[src/rtl/gshare_fetch_predictor.sv]
// Fetch-stage front end: owns the PC, a gshare PHT (pc index xor GHR) and a
// direct-mapped BTB. Prediction is combinational from the current PC/GHR.
// The EX stage trains both tables and redirects the PC on a mispredict.
module gshare_fetch_predictor #(
    parameter int          HIST_BITS = 5,
    parameter logic [31:0] RESET_PC  = 32'h0000_0000
) (
    input  logic                 clk,
    input  logic                 Reset,
    input  logic                 PC_write,
    input  logic [31:0]          imem_inst,
    output logic [31:0]          pc_out,
    output logic [31:0]          IF_inst,
    output logic [31:0]          nextPC,
    output logic                 prediction,
    output logic [31:0]          branch_target,
    output logic [31:0]          updated_pc_IF,
    output logic [HIST_BITS-1:0] GHPT_index_IF,
    output logic [HIST_BITS-1:0] GHR_IF,
    output logic [HIST_BITS-1:0] G_BTB_index_IF,
    input  logic                 ex_valid,
    input  logic                 ex_taken,
    input  logic [31:0]          ex_target,
    input  logic [31:0]          ex_pc,
    input  logic [HIST_BITS-1:0] ex_GHPT_index,
    input  logic [HIST_BITS-1:0] ex_G_BTB_index,
    input  logic [HIST_BITS-1:0] ex_GHR,
    input  logic                 ex_mispredict,
    input  logic [31:0]          ex_correct_pc
);

    localparam int ENTRIES = 1 << HIST_BITS;
    localparam int TAG_LSB = HIST_BITS + 2;
    localparam int TAG_W   = 32 - TAG_LSB;

    logic [31:0]                     pc_q, pc_d;
    logic [HIST_BITS-1:0]            ghr_q, ghr_d;
    logic [ENTRIES-1:0][1:0]         pht_q, pht_d;
    logic [ENTRIES-1:0]              btb_vld_q, btb_vld_d;
    logic [ENTRIES-1:0][TAG_W-1:0]   btb_tag_q, btb_tag_d;
    logic [ENTRIES-1:0][31:0]        btb_tgt_q, btb_tgt_d;

    logic [HIST_BITS-1:0] btb_idx;
    logic [HIST_BITS-1:0] pht_idx;
    logic                 hit;
    logic [1:0]           ex_cnt;

    // Low PC bits of the resolved branch are covered by the index, and the
    // oldest history bit of the snapshot is shifted out on recovery.
    logic unused_ok;
    assign unused_ok = ^{ex_pc[TAG_LSB-1:0], ex_GHR[HIST_BITS-1]};

    // Combinational lookup: reads always see the pre-edge table contents,
    // so a same-index update becomes visible only on the following cycle.
    assign btb_idx        = pc_q[TAG_LSB-1:2];
    assign pht_idx        = btb_idx ^ ghr_q;
    assign hit            = btb_vld_q[btb_idx] && (btb_tag_q[btb_idx] == pc_q[31:TAG_LSB]);
    assign prediction     = hit && pht_q[pht_idx][1];
    assign branch_target  = hit ? btb_tgt_q[btb_idx] : 32'd0;
    assign nextPC         = pc_q + 32'd4;
    assign updated_pc_IF  = prediction ? branch_target : nextPC;
    assign pc_out         = pc_q;
    assign IF_inst        = imem_inst;
    assign GHPT_index_IF  = pht_idx;
    assign GHR_IF         = ghr_q;
    assign G_BTB_index_IF = btb_idx;

    // PC/GHR next state: EX redirect beats stall; speculative GHR shift only on a BTB hit.
    always_comb begin
        pc_d  = pc_q;
        ghr_d = ghr_q;
        if (ex_valid && ex_mispredict) begin
            pc_d  = ex_correct_pc;
            ghr_d = {ex_GHR[HIST_BITS-2:0], ex_taken};
        end else if (PC_write) begin
            pc_d = updated_pc_IF;
            if (hit) begin
                ghr_d = {ghr_q[HIST_BITS-2:0], prediction};
            end
        end
    end

    // Table training from EX: saturating PHT counter, BTB fill on taken only.
    always_comb begin
        pht_d     = pht_q;
        btb_vld_d = btb_vld_q;
        btb_tag_d = btb_tag_q;
        btb_tgt_d = btb_tgt_q;
        ex_cnt    = pht_q[ex_GHPT_index];
        if (ex_valid) begin
            if (ex_taken) begin
                if (ex_cnt != 2'b11) pht_d[ex_GHPT_index] = ex_cnt + 2'd1;
                btb_vld_d[ex_G_BTB_index] = 1'b1;
                btb_tag_d[ex_G_BTB_index] = ex_pc[31:TAG_LSB];
                btb_tgt_d[ex_G_BTB_index] = ex_target;
            end else if (ex_cnt != 2'b00) begin
                pht_d[ex_GHPT_index] = ex_cnt - 2'd1;
            end
        end
    end

    // Architectural state with async reset: PC, GHR, PHT counters, BTB valids.
    always_ff @(posedge clk or posedge Reset) begin
        if (Reset) begin
            pc_q      <= RESET_PC;
            ghr_q     <= '0;
            pht_q     <= {ENTRIES{2'b01}};
            btb_vld_q <= '0;
        end else begin
            pc_q      <= pc_d;
            ghr_q     <= ghr_d;
            pht_q     <= pht_d;
            btb_vld_q <= btb_vld_d;
        end
    end

    // BTB payload needs no reset; it is qualified by the valid bits.
    always_ff @(posedge clk) begin
        btb_tag_q <= btb_tag_d;
        btb_tgt_q <= btb_tgt_d;
    end

endmodule

[config.mk]
export PLATFORM = sky130hd
export DESIGN_NAME = gshare_fetch_predictor
export DESIGN_NICKNAME = d
export VERILOG_FILES = /design/src/rtl/gshare_fetch_predictor.sv
export SDC_FILE = /design/constraint.sdc
export NUM_CORES = 2
export LEC_CHECK = 0
export ABC_CLOCK_PERIOD_IN_PS = 6000
export CELL_PAD_IN_SITES_DETAIL_PLACEMENT = 0
export CELL_PAD_IN_SITES_GLOBAL_PLACEMENT = 1
export CORE_MARGIN = 3
export CORE_UTILIZATION = 53
export DETAILED_ROUTE_END_ITERATION = 12
export PLACE_DENSITY_LB_ADDON = 0.1
export SYNTH_ARGS = -nofsm -noshare
export SYNTH_HDL_FRONTEND = slang
export SYNTH_SLANG_ARGS = --single-unit
[constraint.sdc]
create_clock -name clk -period 6 [get_ports clk]
set_clock_uncertainty 0.05 [all_clocks]
set_input_delay 1.2 -clock clk [delete_from_list [all_inputs] [get_ports clk]]
set_output_delay 1.2 -clock clk [all_outputs]
set_load 0.02 [all_outputs]
==> flow_metrics.py <==
metrics = {
    "floorplanning": {
        "fp.dieW_um": 388.8,
        "rows": 139,
        "start_util_pct": 53.73,
        "core_area_mm2": 0.1445,
        "ios": 325,
        "dieHeight_um": 388.8,
        "die_area_mm2": 0.1511,
    },
    "setup_path": {
        "critical_path.max_fanout": 7,
        "critPathKind": "flip-flop to output pin",
        "worstPathRequired_ps": 4750,
        "critPathLaunchType": "flip-flop",
        "critPathCaptureType": "output pin",
        "cp.arrival_ps": 4770,
    },
    "run_status": {
        "status": "finished, violations left",
        "violations": "setup timing",
    },
    "pwr": {
        "p_per_area_mw_per_mm2": 402.9,
        "p_leak_nw": 30.02,
        "vdd.ir_drop.worst_mv": 0.3198,
    },
    "grt": {
        "grt_usage_pct": 30.15,
        "overflow": 0,
        "grt_pass1_vias": 42480,
        "antenna_found_initial": 19,
        "grt_max_degree": 151,
        "grt_pass1_wl_mm": 318.2,
    },
    "synth": {
        "synthesis.nets": 3877,
        "synth_compound_area_share_pct": 3.210,
        "synthArstFlopShare_pct": 6.796,
        "synth-simple-area-share_pct": 2.693,
        "synth_area_per_cell_um2": 20.84,
        "synth_edf_count": 1824,
        "synth-xor-area-share_pct": 0.4834,
        "yosys_warnings": 0,
        "ys_seq_area_share_pct": 74.88,
        "synth_top_family_by_area": "multiplexers",
        "netlist_instances": 3725,
        "syn_area_mm2": 0.07765,
        "synthFlopType": "edfxtp_1",
        "ys_types": 68,
        "yosys.area_share.adder_pct": 0.04834,
        "synth.area.mux_share_pct": 16.88,
        "ys_ff_latch": 1957,
    },
    "cts": {
        "h-tree-depth": 4,
        "clk_latency_ps": 840,
        "ctsHoldBuffers": 0,
        "cts-root-buf": "clkbuf_16",
        "clock_path_buffers": 3,
        "clk_pin_slew_ps": 60,
        "cts_tree": "yes",
        "cts_sinks": 1957,
        "cts_buffers": 195,
    },
    "cells_and_area": {
        "drive_gt1_share_pct": 31.86,
        "final_cell_count_no_fill": 6336,
        "final_nets": 4418,
        "syn_to_final_growth_pct": 18.82,
    },
    "routing": {
        "drt_first_iter_violations": 5340,
        "vias_per_cell": 6.626,
        "routed_wl_mm": 226.5,
        "drc": 0,
        "final_antenna_net_count": 0,
        "drt-wirelength-per-cell_um": 35.75,
        "via_count": 41980,
        "first_pass_iters": 5,
    },
    "sta": {
        "hold_viol": 0,
        "fin_ws_ps": -16.02,
        "slew_viol_final": 0,
        "fmax_ghz": 0.1662,
        "rsz0062_at_grt": "yes",
        "setup_viol_count_final": 8,
        "tightest_slew_ps": 1091,
        "fin_crit_sh_pct": 100.3,
        "maxSlewHeadroom_pct": 27.12,
        "min_period_ps": 6016,
    },
    "job": {
        "maxCapViolations": 0,
    },
    "place": {
        "io_buffers": 252,
        "gp_congestion": 0.8564,
        "hpwl_mm": 127.4,
        "dp_cells": 5898,
        "detailedPlace.worstSlack_ps": -263.2,
    },
    "worst_hold_path": {
        "hold_path.class": "flip-flop to flip-flop",
    },
}
[logic make-up (layout without fill, tap and decap cells)]
family                   after synthesis  count (layout)
flip-flops                          1957            1957
multiplexers                         683             683
AND/OR/NAND/NOR                      397             397
AO/OA/AOI/OAI                        376             376
buffers and inverters                267             967
XOR/XNOR                              42              42
adder cells (fa/ha/maj)                3               3
other                                  0               8
[cell type report]
class / count / area, um2
Antenna cell: 8 / 20.02
Clock buffer: 244 / 5074
Timing Repair Buffer: 600 / 6446
Fill cell: 9635 / 52270
Sequential cell: 1957 / 58160
Tap cell: 1903 / 2381
Multi-Input combinational cell: 1501 / 19130
Inverter: 11 / 51.30
Clock inverter: 112 / 1003
[cells in the mapped netlist (29+ instances only)]
library cell	count	area, um2
nand2_1	46	172.7
nand4_1	38	237.7
dfstp_2	32	840.8
nor3b_1	29	217.7
edfxtp_1	1824	54770
mux2_2	33	371.6
a21oi_1	124	620.6
clkbuf_1	108	405.4
buf_4	55	412.9
buf_2	57	285.3
or2_2	32	200.2
a22o_1	36	315.3
o21ai_1	35	175.2
mux4_2	498	11220
o22ai_1	38	237.7
dfrtp_1	101	2527
nor2_1	145	544.3
mux2i_1	152	1521
[per-layer routing]
metal	vias to the layer above	track usage [%]	share of wire [%]
li1	16670	-	-
met1	22460	43.23	39
met2	2433	45.51	46
met3	409	8.936	12
met4	14	8.721	2.8
met5	-	0	0.047
[registers in the layout (all words and copies together) (netlist names), named ones only]
register and cells:
GHR_IF 5, btb_tag_q 800, btb_tgt_q 1024, btb_vld_q 32, pc_out 32, pht_q 32
[through the flow]
step	total power [W]	instance area [um2]	util, %	hold slack (ps)	setup TNS (ps)
finish	0.03717	92260	63.84	414.3	-58.23
global route	0.03840	92240	63.82	427.8	-2535
CTS	0.03704	91590	63.37	414.0	-2245
detailed placement	0.02482	84320	58.34	399.3	-7911
global placement	0.02468	84320	58.34	396.4	-4394
floorplan	0.02138	77650	-	383.7	0
[layout by cell type (no fill, tap or decap), drive strengths merged, types with 7 or more instances in the layout]
cell type      synthesis  routed
nor2                 145     145
o22ai                 38      38
or2                   32      32
or3                   13      13
diode                  0       8
a31oi                  8       8
o221ai                 7       7
dfrtp                101     101
clkinvlp               0       7
clkdlybuf4s50          0     185
nand4                 38      38
bufinv                 0      10
nand2                 46      46
nor3b                 29      29
mux2i                152     152
buf                  147     406
a21oi                124     124
nand3                 21      21
dfstp                 32      32
nor3                  15      15
clkbuf               109     250
a22o                  36      36
nor2b                  8       8
a22oi                 23      23
clkinv                 0      90
xor2                  16      16
mux2                  33      33
a2111oi               28      28
inv                   11      16
edfxtp              1824    1824
o31ai                  7       7
nand3b                10      10
a31o                  14      14
xnor2                 26      26
o21ai                 56      56
mux4                 498     498
[report_power, final]
group | switching, W | total, W | leakage [nW] | internal, W
registers | 0.000313 | 0.0156 | 18.0 | 0.0153
logic | 0.00514 | 0.00995 | 9.09 | 0.00481
clock network | 0.00514 | 0.0116 | 2.93 | 0.00645
[path summary, 6_finish.rpt]
kind	slack [ps]	to	cells after the start	from
setup / recovery	-20	updated_pc_IF[22]	15	pc_out[2]$_DFFE_PP0P_
hold / removal	410	btb_vld_q[10]$_DFFE_PP0P_	1	btb_vld_q[10]$_DFFE_PP0P_
setup reg to reg	1550	pc_out[3]$_DFFE_PP0P_	16	pc_out[2]$_DFFE_PP0P_
hold reg to reg	410	btb_vld_q[10]$_DFFE_PP0P_	1	btb_vld_q[10]$_DFFE_PP0P_
max in group asynchronous	3800	async pin	3	Reset
min in group asynchronous	940	pht_q[9]$_DFFE_PP0P_	2	Reset
[worst max-delay path, cell delays in order (launching register included)]
cell and delay (ps):
dfrtp_4 530, buf_12 170, buf_12 130, buf_16 140
buf_12 130, mux4_2 450, a2111oi_4 400, a21oi_2 110
xnor2_2 230, nand4bb_1 240, nor4_4 410, buf_12 240
and2_4 260, buf_12 200, a21oi_2 70, buf_4 160
[repair_timing]
action / 4_1_cts / 5_1_grt
setup buffers: 46 / 14
setup endpoints to repair: 71 / 71
gates resized for setup: 426 / 76
gates cloned: 8 / 6
pin swaps: 25 / 25
No activity file was read; power rests on OpenSTA's default activity.
